$ cat config.mk
export PLATFORM = sky130hd
export DESIGN_NAME = hack_mem_arbiter_flat
export DESIGN_NICKNAME = d
export VERILOG_FILES = /design/src/rtl/hack_pkg.sv /design/src/rtl/hack_mem_arbiter_if.sv /design/src/rtl/hack_mem_arbiter.sv /design/src/flat_wrapper.sv
export SDC_FILE = /design/constraint.sdc
export NUM_CORES = 1
export LEC_CHECK = 0
export CORE_ASPECT_RATIO = 1.2
export CORE_MARGIN = 2
export CORE_UTILIZATION = 24
export CTS_BUF_LIST = sky130_fd_sc_hd__clkbuf_8
export DETAILED_ROUTE_END_ITERATION = 10
export PLACE_DENSITY = 0.86
export SLEW_MARGIN = 20
export SYNTH_ARGS = -nofsm -noshare
export SYNTH_HDL_FRONTEND = slang
export SYNTH_SLANG_ARGS = --single-unit
$ cat constraint.sdc
create_clock -name clk_cpu -period 1.3 [get_ports clk_cpu]
set_input_delay 0.13 -clock clk_cpu [delete_from_list [all_inputs] [get_ports clk_cpu]]
set_output_delay 0.13 -clock clk_cpu [all_outputs]
set_load 0.005 [all_outputs]
$ cat src/rtl/hack_pkg.sv
// Shared types and widths for the Hack data-memory arbiter.
// The burst helper keeps the grant-limit comparison identical in every state that uses it.
package hack_pkg;

   localparam int ADDR_W = 15;
   localparam int DATA_W = 16;
   localparam int BCNT_W = 4;

   typedef enum logic [1:0] {
      CPU_A,
      CPU_X,
      DMA_A,
      DMA_R
   } arb_state_t;

   // True while the DMA side may take another consecutive grant.
   function automatic logic burst_open(input logic [BCNT_W:0] granted, input int burst);
      return int'(granted) < burst;
   endfunction

endpackage

$ cat src/rtl/hack_mem_arbiter_if.sv
// CPU, DMA and RAM bus bundle around the arbiter.
// The slave modport is the arbiter's view; master is the CPU/DMA/RAM environment's view.
interface hack_mem_arbiter_if
   import hack_pkg::*;
#(
   parameter int ADDR_W = hack_pkg::ADDR_W,
   parameter int DATA_W = hack_pkg::DATA_W
);

   logic [ADDR_W-1:0] cpu_addressM;
   logic              cpu_writeM;
   logic [DATA_W-1:0] cpu_outM;
   logic [DATA_W-1:0] cpu_inM;
   logic              cpu_en;

   logic              dma_valid;
   logic              dma_ready;
   logic              dma_we;
   logic [ADDR_W-1:0] dma_addr;
   logic [DATA_W-1:0] dma_wdata;
   logic              dma_rvalid;
   logic [DATA_W-1:0] dma_rdata;

   logic [ADDR_W-1:0] mem_addr;
   logic              mem_we;
   logic [DATA_W-1:0] mem_wdata;
   logic [DATA_W-1:0] mem_rdata;

   modport slave (
      input  cpu_addressM, cpu_writeM, cpu_outM,
      input  dma_valid, dma_we, dma_addr, dma_wdata,
      input  mem_rdata,
      output cpu_inM, cpu_en,
      output dma_ready, dma_rvalid, dma_rdata,
      output mem_addr, mem_we, mem_wdata
   );

   modport master (
      output cpu_addressM, cpu_writeM, cpu_outM,
      output dma_valid, dma_we, dma_addr, dma_wdata,
      output mem_rdata,
      input  cpu_inM, cpu_en,
      input  dma_ready, dma_rvalid, dma_rdata,
      input  mem_addr, mem_we, mem_wdata
   );

endinterface

$ cat src/rtl/hack_mem_arbiter.sv
// Time-multiplexes the Hack CPU's two-cycle instruction and a DMA requester onto one RAM port.
// Outputs decode the current state; reset forces them quiet immediately, aborting any write.
module hack_mem_arbiter
   import hack_pkg::*;
#(
   parameter int DMA_BURST = 4
) (
   input  logic              clk_cpu,
   input  logic              rst,
   hack_mem_arbiter_if.slave bus
);

   arb_state_t        state_q, state_d;
   logic [BCNT_W-1:0] bcnt_q, bcnt_d;
   logic [BCNT_W:0]   bcnt_inc;

   logic              cpu_en;
   logic              dma_ready;
   logic              dma_rvalid;
   logic              mem_we;
   logic [ADDR_W-1:0] mem_addr;
   logic [DATA_W-1:0] mem_wdata;

   assign bcnt_inc = {1'b0, bcnt_q} + (BCNT_W+1)'(1);

   always_comb begin
      state_d = state_q;
      bcnt_d  = bcnt_q;
      case (state_q)
         CPU_A: state_d = CPU_X;
         CPU_X: begin
            bcnt_d  = '0;
            state_d = bus.dma_valid ? DMA_A : CPU_A;
         end
         DMA_A: begin
            bcnt_d = bcnt_inc[BCNT_W-1:0];
            if (!bus.dma_valid) begin
               state_d = CPU_A;
            end else if (!bus.dma_we) begin
               state_d = DMA_R;
            end else if (burst_open(bcnt_inc, DMA_BURST)) begin
               state_d = DMA_A;
            end else begin
               state_d = CPU_A;
            end
         end
         DMA_R: begin
            // bcnt already counts the read granted in the preceding DMA_A.
            if (bus.dma_valid && burst_open({1'b0, bcnt_q}, DMA_BURST)) begin
               state_d = DMA_A;
            end else begin
               state_d = CPU_A;
            end
         end
         default: state_d = CPU_A;
      endcase
   end

   always_comb begin
      cpu_en     = 1'b0;
      dma_ready  = 1'b0;
      dma_rvalid = 1'b0;
      mem_we     = 1'b0;
      mem_addr   = bus.cpu_addressM;
      mem_wdata  = bus.cpu_outM;
      if (rst) begin
         mem_addr  = '0;
         mem_wdata = '0;
      end else begin
         case (state_q)
            CPU_X: begin
               cpu_en = 1'b1;
               mem_we = bus.cpu_writeM;
            end
            DMA_A: begin
               // A grant slot with no request present must not write stale data.
               dma_ready = 1'b1;
               mem_addr  = bus.dma_addr;
               mem_we    = bus.dma_valid & bus.dma_we;
               mem_wdata = bus.dma_wdata;
            end
            DMA_R:   dma_rvalid = 1'b1;
            default: ;
         endcase
      end
   end

   always_ff @(posedge clk_cpu or posedge rst) begin
      if (rst) begin
         state_q <= CPU_A;
         bcnt_q  <= '0;
      end else begin
         state_q <= state_d;
         bcnt_q  <= bcnt_d;
      end
   end

   assign bus.cpu_en     = cpu_en;
   assign bus.dma_ready  = dma_ready;
   assign bus.dma_rvalid = dma_rvalid;
   assign bus.mem_we     = mem_we;
   assign bus.mem_addr   = mem_addr;
   assign bus.mem_wdata  = mem_wdata;
   assign bus.cpu_inM    = rst ? '0 : bus.mem_rdata;
   assign bus.dma_rdata  = rst ? '0 : bus.mem_rdata;

endmodule

$ cat src/flat_wrapper.sv
// flat-port wrapper written by rule: the top's interface ports become plain ports
module hack_mem_arbiter_flat import hack_pkg::*;
#(
   parameter int DMA_BURST = 4
)
  (clk_cpu, rst, bus_cpu_addressM, bus_cpu_writeM, bus_cpu_outM, bus_dma_valid, bus_dma_we, bus_dma_addr, bus_dma_wdata, bus_mem_rdata, bus_cpu_inM, bus_cpu_en, bus_dma_ready, bus_dma_rvalid, bus_dma_rdata, bus_mem_addr, bus_mem_we, bus_mem_wdata);
  hack_mem_arbiter_if #(.ADDR_W(ADDR_W), .DATA_W(DATA_W)) bus_i ();
  input  logic clk_cpu;
  input  logic rst;
  input wire logic [$bits(bus_i.cpu_addressM)-1:0] bus_cpu_addressM;
  input wire logic [$bits(bus_i.cpu_writeM)-1:0] bus_cpu_writeM;
  input wire logic [$bits(bus_i.cpu_outM)-1:0] bus_cpu_outM;
  input wire logic [$bits(bus_i.dma_valid)-1:0] bus_dma_valid;
  input wire logic [$bits(bus_i.dma_we)-1:0] bus_dma_we;
  input wire logic [$bits(bus_i.dma_addr)-1:0] bus_dma_addr;
  input wire logic [$bits(bus_i.dma_wdata)-1:0] bus_dma_wdata;
  input wire logic [$bits(bus_i.mem_rdata)-1:0] bus_mem_rdata;
  output wire logic [$bits(bus_i.cpu_inM)-1:0] bus_cpu_inM;
  output wire logic [$bits(bus_i.cpu_en)-1:0] bus_cpu_en;
  output wire logic [$bits(bus_i.dma_ready)-1:0] bus_dma_ready;
  output wire logic [$bits(bus_i.dma_rvalid)-1:0] bus_dma_rvalid;
  output wire logic [$bits(bus_i.dma_rdata)-1:0] bus_dma_rdata;
  output wire logic [$bits(bus_i.mem_addr)-1:0] bus_mem_addr;
  output wire logic [$bits(bus_i.mem_we)-1:0] bus_mem_we;
  output wire logic [$bits(bus_i.mem_wdata)-1:0] bus_mem_wdata;
  assign bus_i.cpu_addressM = bus_cpu_addressM;
  assign bus_i.cpu_writeM = bus_cpu_writeM;
  assign bus_i.cpu_outM = bus_cpu_outM;
  assign bus_i.dma_valid = bus_dma_valid;
  assign bus_i.dma_we = bus_dma_we;
  assign bus_i.dma_addr = bus_dma_addr;
  assign bus_i.dma_wdata = bus_dma_wdata;
  assign bus_i.mem_rdata = bus_mem_rdata;
  assign bus_cpu_inM = bus_i.cpu_inM;
  assign bus_cpu_en = bus_i.cpu_en;
  assign bus_dma_ready = bus_i.dma_ready;
  assign bus_dma_rvalid = bus_i.dma_rvalid;
  assign bus_dma_rdata = bus_i.dma_rdata;
  assign bus_mem_addr = bus_i.mem_addr;
  assign bus_mem_we = bus_i.mem_we;
  assign bus_mem_wdata = bus_i.mem_wdata;
  hack_mem_arbiter #(.DMA_BURST(DMA_BURST)) u_core (.clk_cpu(clk_cpu), .rst(rst), .bus(bus_i));
endmodule
==> reports/results.txt, run 1 <==
DRC viols: 0
Top Ports: 150
Setup CP Type: register to output pin
Leakage: 0.001347 uW
Tot GR Track Use: 18.30%
Via count: 1637
Fin. max-slew vios: 0
Seq/Total Area, Yosys: 13.02%
Power per cell area: 1131 nW/um^2
Failing checks: setup timing
Initial antenna violation count: 0
I/O Buffers: 149
Grt ovf: 0
Max VDD drop: 710.6 uV
CP max FO: 7
Setup TNS: -11.39 ns
NetSw: 1144 uW
Number of flops mapped to enable cells by yosys: 0
P&R area growth vs syn: 150.1%
DP HPWL: 3746 um
Max Clock Freq: 594.5 MHz
Worst slew margin: 83.47%
Tcrit/Tclk final: 129.4%
Clock slew at reported path FFs: 0.04 ns
WL final: 5071 um
Pre-CTS WS: -0.5023 ns
Vias in the first global route: 1681
Routed length per instance: 13.82 um
# H-tree levels: 1
P_int: 2119 uW
Die height: 79.95 um
Status: finished with violations
PnR worst setup slack: -0.3820 ns
Post-Syn Area: 1154 um^2
Syn Nets: 235
Warnings, synthesis: 0
Area share of the largest cell type after synthesis: 27.77%
Distinct cells, synth: 27
Initial core utilization: 25.11%
Routability cong.: 0.8069
Largest net degree at the start of global routing: 32
FF-to-FF path depth: 9
TritonCTS buffer count: 3
Top FF cell, synth: dfrtp_1
RSZ-0062 raised after global routing: true
R2r setup slk: -0.20 ns
Worst slew pin tran: 0.2452 ns
Yosys reg bits: 6
Max-cap violations: 0
Post-synth top area cell: mux2i_1
Placed cell areas: 2635 um^2
Layout cells sized above 1: 33.98%
DRT Pass-1 Iters: 4
Sw frac: 35.06%
Via/cell ratio: 4.460
DIE AREA: 5380 um^2
Combinational power share: 82.6%
Clock power share: 8.6%
Fin nets: 399
Critical Path Sink Type: output pin
First-pass GRT wire length: 7527 um
Diode count: 0
Synth area leaders: mux2i_1 (28%), dfrtp_1 (13%), nor2b_1 (11%)
Sink Count: 6
CTS tree: built
# setup viols final: 40
Cell count after synthesis: 147
Worst reg2reg startpoint: u_core.state_q[0]
Initial DRC count: 19
Async SR Flop Fraction: 100.0%
CP arrival: 1.55 ns
Die width: 67.29 um
Worst skew pair latency: 0.22 ns
Clock Path Buffers: 2
Average size of a mapped cell: 7.848 um^2
Final Critical Period: 1.682 ns
Design area: 2885 um^2
Crit start category: register
Required time worst endpoint: 1.17 ns
Hold/Removal Path Class: primary input to asynchronous set/reset pin
Flop pwr share: 8.8%
RR Endpoint: u_core.bcnt_q[3]
Synth top cells by count: mux2i_1 (32), nor2_1 (32), nor2b_1 (20)
Root Buffer Master: clkbuf_8
Final Hold Viols: 0
Site row count: 27
Skew final: 0.001091 ns
Antenna violation net count after detailed routing: 0
Core area: 4594 um^2
-- power groups by stage --
| stage | registers (uW) | clock network [uW] | logic, uW |
|---|---|---|---|
| 2_1_floorplan | 272 | 0 | 997 |
| 3_3_place_gp | 268 | 0 | 1820 |
| 3_5_place_dp | 268 | 0 | 1840 |
| 4_1_cts | 276 | 282 | 2650 |
| 5_1_grt | 289 | 302 | 2890 |
| 6_report | 286 | 281 | 2700 |
-- worst max-delay path, stage by stage (launching register included) --
cell and delay, ns:
dfrtp_1 0.38, inv_2 0.08, ha_4 0.22, buf_6 0.16, buf_16 0.12, mux2i_2 0.19
nor2_1 0.06, buf_2 0.12
-- cells in the final DEF, fill, tap and decap left out, types with 2 or more instances in the layout --
master and n:
clkdlybuf4s50_1 81, dlygate4sd2_1 33, buf_2 32, nor2_1 31
mux2i_1 26, buf_6 15, buf_4 14, nor2b_1 11
nor2b_2 9, mux2i_2 5, dfrtp_1 5, inv_1 4
o21ai_1 3, ha_4 3, clkbuf_8 3, clkbuf_2 3
buf_12 3, ha_1 2, buf_16 2, buf_8 2
-- final cells by class --
class | count | area, um^2
clock buffers | 3 | 41.29
fillers | 388 | 1709
inverters | 6 | 25.02
multi-input cells | 109 | 900.9
flip-flops and latches | 6 | 151.4
well taps | 58 | 72.57
repair buffers | 185 | 1694
-- how the worst max path moves through the flow --
stage,start,endpoint,slack (ns),cells after the start
finish,u_core.state_q[0],bus_mem_wdata[6],-0.38,7
global route,u_core.state_q[0],bus_mem_wdata[6],-0.46,7
CTS,u_core.state_q[0],bus_mem_addr[13],-0.45,8
detailed placement,u_core.state_q[0],bus_mem_addr[1],-0.50,6
global placement,u_core.state_q[0],bus_mem_addr[1],-0.50,6
floorplan,u_core.state_q[0],bus_mem_addr[10],-0.0007,6
-- cells by family (layout without fill, tap and decap cells) --
family                     Yosys count  count (layout)  share of synthesized area, %
muxes                               32              32                         27.77
AOI/OAI and AO/OA                   10              10                         6.725
DFF                                  6               6                         13.01
and+or+nand+nor                     62              62                         26.25
adders and majority gates            5               5                         5.423
buffers and inverters               32             194                         20.82
-- state kept, by name (all words and copies together), names as in the netlist --
register,cells
u_core.bcnt_q,4
u_core.state_q,2
-- layer usage --
layer  wire length (um)  GRT usage, %  vias to the layer above
li1                   -             -                      800
met1               1754         18.49                      725
met2               2719         35.64                      108
met3                537         3.949                        4
met4                 59         6.122                        0
met5                  0             0                        -
-- metrics by stage --
stage	util (%)	total power [uW]	std cells	hold slack (ns)
after detailed placement	57.35	2103	343	0.2203
after global placement	57.35	2085	343	0.2169
after CTS	62.55	3212	367	0.003716
after floorplan	-	1269	147	0.06295
final	62.80	3263	367	0.00007311
after global routing	62.80	3480	367	0.03372
-- what timing repair did --
action,in CTS,in global routing
setup buffers,18,2
endpoints found under the setup margin,71,41
resized for setup,203,20
pin swaps,12,15
hold buffers,0,0
gates cloned,3,0
(Power assumes the default switching activity.)
==> run 2, diff against run 1 <==
--- a/config.mk
+++ b/config.mk
@@ -5,12 +5,14 @@
 export SDC_FILE = /design/constraint.sdc
 export NUM_CORES = 1
 export LEC_CHECK = 0
-export CORE_ASPECT_RATIO = 1.2
+export ABC_AREA = 1
+export CORE_ASPECT_RATIO = 2
 export CORE_MARGIN = 2
-export CORE_UTILIZATION = 24
+export CORE_UTILIZATION = 23
 export CTS_BUF_LIST = sky130_fd_sc_hd__clkbuf_8
 export DETAILED_ROUTE_END_ITERATION = 10
-export PLACE_DENSITY = 0.86
+export MAX_ROUTING_LAYER = met4
+export PLACE_DENSITY = 0.85
 export SLEW_MARGIN = 20
 export SYNTH_ARGS = -nofsm -noshare
 export SYNTH_HDL_FRONTEND = slang
==> run 2 against run 1 <==
Net effect:
- the run still ends with setup timing left
- non-clock buffer count rose by 4
- via count rose by 19%
- total power fell by 2.8%
- area after synthesis fell by 4.1%
- fmax rose by 3.1%
- combinational power fell by 3%
- count of clock-buffer cells in the layout did not move
- sequential cell count did not move
==> reports/results.txt, run 2 <==
Status: finished with violations
Failing checks: setup timing
Area share of the largest cell type after synthesis: 27.15% (-0.62 points)
Synth area leaders: nor2_1 (27%), buf_4 (14%), dfrtp_1 (14%)
Top FF cell, synth: dfrtp_1
Async SR Flop Fraction: 100.0% (unchanged)
Biggest register: u_core.bcnt_q
Final Hold Viols: 0 (unchanged)
Worst slew pin tran: 0.2968 ns (+0.05156 ns)
DRC viols: 0 (unchanged)
Top Ports: 150 (unchanged)
Worst slew margin: 80.21% (-3.3 points)
Layout cells sized above 1: 42.43% (+8.5 points)
# setup viols final: 40 (unchanged)
Final Critical Period: 1.631 ns (-0.05077 ns)
RSZ-0062 raised after global routing: true
Leakage: 0.001808 uW (+34%)
Hold/Removal Path Class: primary input to asynchronous set/reset pin
WL final: 6197 um (+22%)
Routed length per instance: 14.58 um (+5.5%)
CTS tree: built
Crit start category: register
Fin. max-slew vios: 0 (unchanged)
Required time worst endpoint: 1.17 ns (about the same)
Tcrit/Tclk final: 125.5% (-3.9 points)
Vias in the first global route: 1864 (+11%)
Die height: 102.1 um (+28%)
Sink Count: 6 (unchanged)
Seq/Total Area, Yosys: 13.57% (+0.56 points)
Clock Path Buffers: 2 (unchanged)
Initial antenna violation count: 0 (unchanged)
Top Registers: u_core.bcnt_q: 4 flops, u_core.state_q: 2 flops
Total Power: 3170 uW (-2.8%)
Routability cong.: 0.9326 (+16%)
DIE AREA: 5413 um^2 (+0.63%)
Largest net degree at the start of global routing: 20 (-38%)
Cell count after synthesis: 206 (+40%)
Cells after DPL: 403 (+17%)
PnR worst setup slack: -0.3312 ns (+0.05077 ns)
Via count: 1946 (+19%)
Fin nets: 460 (+15%)
Worst skew pair latency: 0.23 ns (about the same)
DP HPWL: 4118 um (+9.9%)
Pre-CTS WS: -0.4758 ns (+0.02651 ns)
Power per cell area: 998.8 nW/um^2 (-12%)
CP arrival: 1.50 ns (-0.05 ns)
Diode count: 0 (unchanged)
Tot GR Track Use: 20.61% (+2.3 points)
DRT Pass-1 Iters: 4 (unchanged)
Setup CP Type: register to output pin
Design area: 3174 um^2 (+10%)
First-pass GRT wire length: 8273 um (+9.9%)
Die width: 53.04 um (-21%)
Via/cell ratio: 4.579 (+2.7%)
# fillers: 336 (-13%)
Warnings, synthesis: 0 (unchanged)
Commonest non-fill, non-tap cell in the layout: clkdlybuf4s50_1
I/O Buffers: 149 (unchanged)
Yosys reg bits: 6 (unchanged)
P&R area growth vs syn: 187.0%
Commonest non-fill, non-tap cells in the layout: clkdlybuf4s50_1 (81), nor2_1 (48), buf_2 (34)
Final Instance Count excl. Fillers: 425 (+16%)
Grt ovf: 0 (unchanged)
Antenna violation net count after detailed routing: 0 (unchanged)
Max-cap violations: 0 (unchanged)
Clock slew at reported path FFs: 0.04 ns (about the same)
# H-tree levels: 1 (unchanged)
Root Buffer Master: clkbuf_8
Average size of a mapped cell: 5.369 um^2 (-32%)
Max VDD drop: 1117 uV (+57%)
Skew final: 0.004823 ns (+0.003733 ns)
Initial core utilization: 24.05% (-1.1 points)
Max reg flops: 4 (unchanged)
Site row count: 35 (+30%)
TritonCTS buffer count: 3 (unchanged)
Synth top cells by count: nor2_1 (80), o21ai_1 (26), inv_1 (24)
Most frequent cell after synthesis: nor2_1
CP max FO: 8 (+1)
Core area: 4598 um^2 (about the same)
Post-Syn Area: 1106 um^2 (-4.1%)
Fin Hold WS: 0.1374 ns (+0.1373 ns)
Initial DRC count: 32 (+13)
Syn Nets: 294 (+25%)
Max Clock Freq: 613.0 MHz (+3.1%)
Post-synth top area cell: nor2_1
Placed cell areas: 2650 um^2 (+0.57%)
Distinct cells, synth: 21 (-22%)
Number of flops mapped to enable cells by yosys: 0 (unchanged)
Critical Path Sink Type: output pin
[run 2: cell types whose count changed after synthesis, sizes merged, moves of 2 or more]
cell and change:
a21oi +2, buf +4, clkbuf -2, inv +20, mux2i -32, nand2 +12, nor2 +49, nor2b -21
o21ai +32
[run 2: cell families after synthesis]
logic type | synth area share [%]
AO/OA/AOI/OAI | 18.67
adder cells (fa/ha/maj) | 5.656
buffers and inverters | 27.26
flip-flops | 13.57
AND/OR/NAND/NOR | 34.84
[run 2: timing repair]
action	in CTS	in global routing
setup buffers	12	7
cloned	4	0
endpoints found under the setup margin	69	66
hold buffers	0	1
gates resized for setup	227	65
endpoints found under the hold margin	0	2
pin swaps	34	27
[run 2: final timing paths]
kind | from | end | slack (ns) | cells past startpoint
min in group clk_cpu | u_core.bcnt_q[1] | u_core.bcnt_q[1] | 0.54 | 2
hold / removal | rst | u_core.bcnt_q[3] | 0.14 | 4
hold reg to reg | u_core.bcnt_q[1] | u_core.bcnt_q[1] | 0.54 | 2
setup reg to reg | u_core.state_q[0] | u_core.bcnt_q[3] | -0.24 | 9
setup / recovery | u_core.state_q[1] | bus_mem_addr[13] | -0.33 | 7
max in group asynchronous | rst | u_core.state_q[1] | 0.58 | 4
[run 2: stage by stage]
| stage | util (%) | setup TNS, ns |
|---|---|---|
| floorplan | - | 0 |
| global placement | 57.63 | -24.35 |
| detailed placement | 57.63 | -26.62 |
| CTS | 64.44 | -11.36 |
| global route | 69.03 | -11.58 |
| finish | 69.03 | -9.262 |
[run 2: metal layers]
metal	share of wire (%)	wire, um	vias to the layer above	track usage, %
met4	2.9	178	0	8.876
met5	0	0	-	-
met2	56	3491	109	39.23
met1	31	1948	878	18.71
li1	-	-	943	-
met3	9.3	578	16	4.094
[run 2: critical path, stage by stage, from the launching register on]
cell	delay, ns
dfrtp_1	0.40
ha_4	0.22
inv_8	0.09
buf_16	0.13
buf_8	0.11
nor2_4	0.03
nor2_2	0.13
buf_2	0.16
[run 2: final cells by class]
type | instances | area [um^2] | area share [%]
clock buffers | 3 | 41.29 | 1.301
inverters | 27 | 112.6 | 3.548
multi-input cells | 145 | 945.9 | 29.80
flip-flops and latches | 6 | 150.1 | 4.730
well taps | 55 | 68.82 | 2.168
repair buffers | 189 | 1856 | 58.45
[run 2: power breakdown]
part           internal, uW  switching (uW)
sequential              234            33.4
clock                   200            87.2
combinational          1500            1120
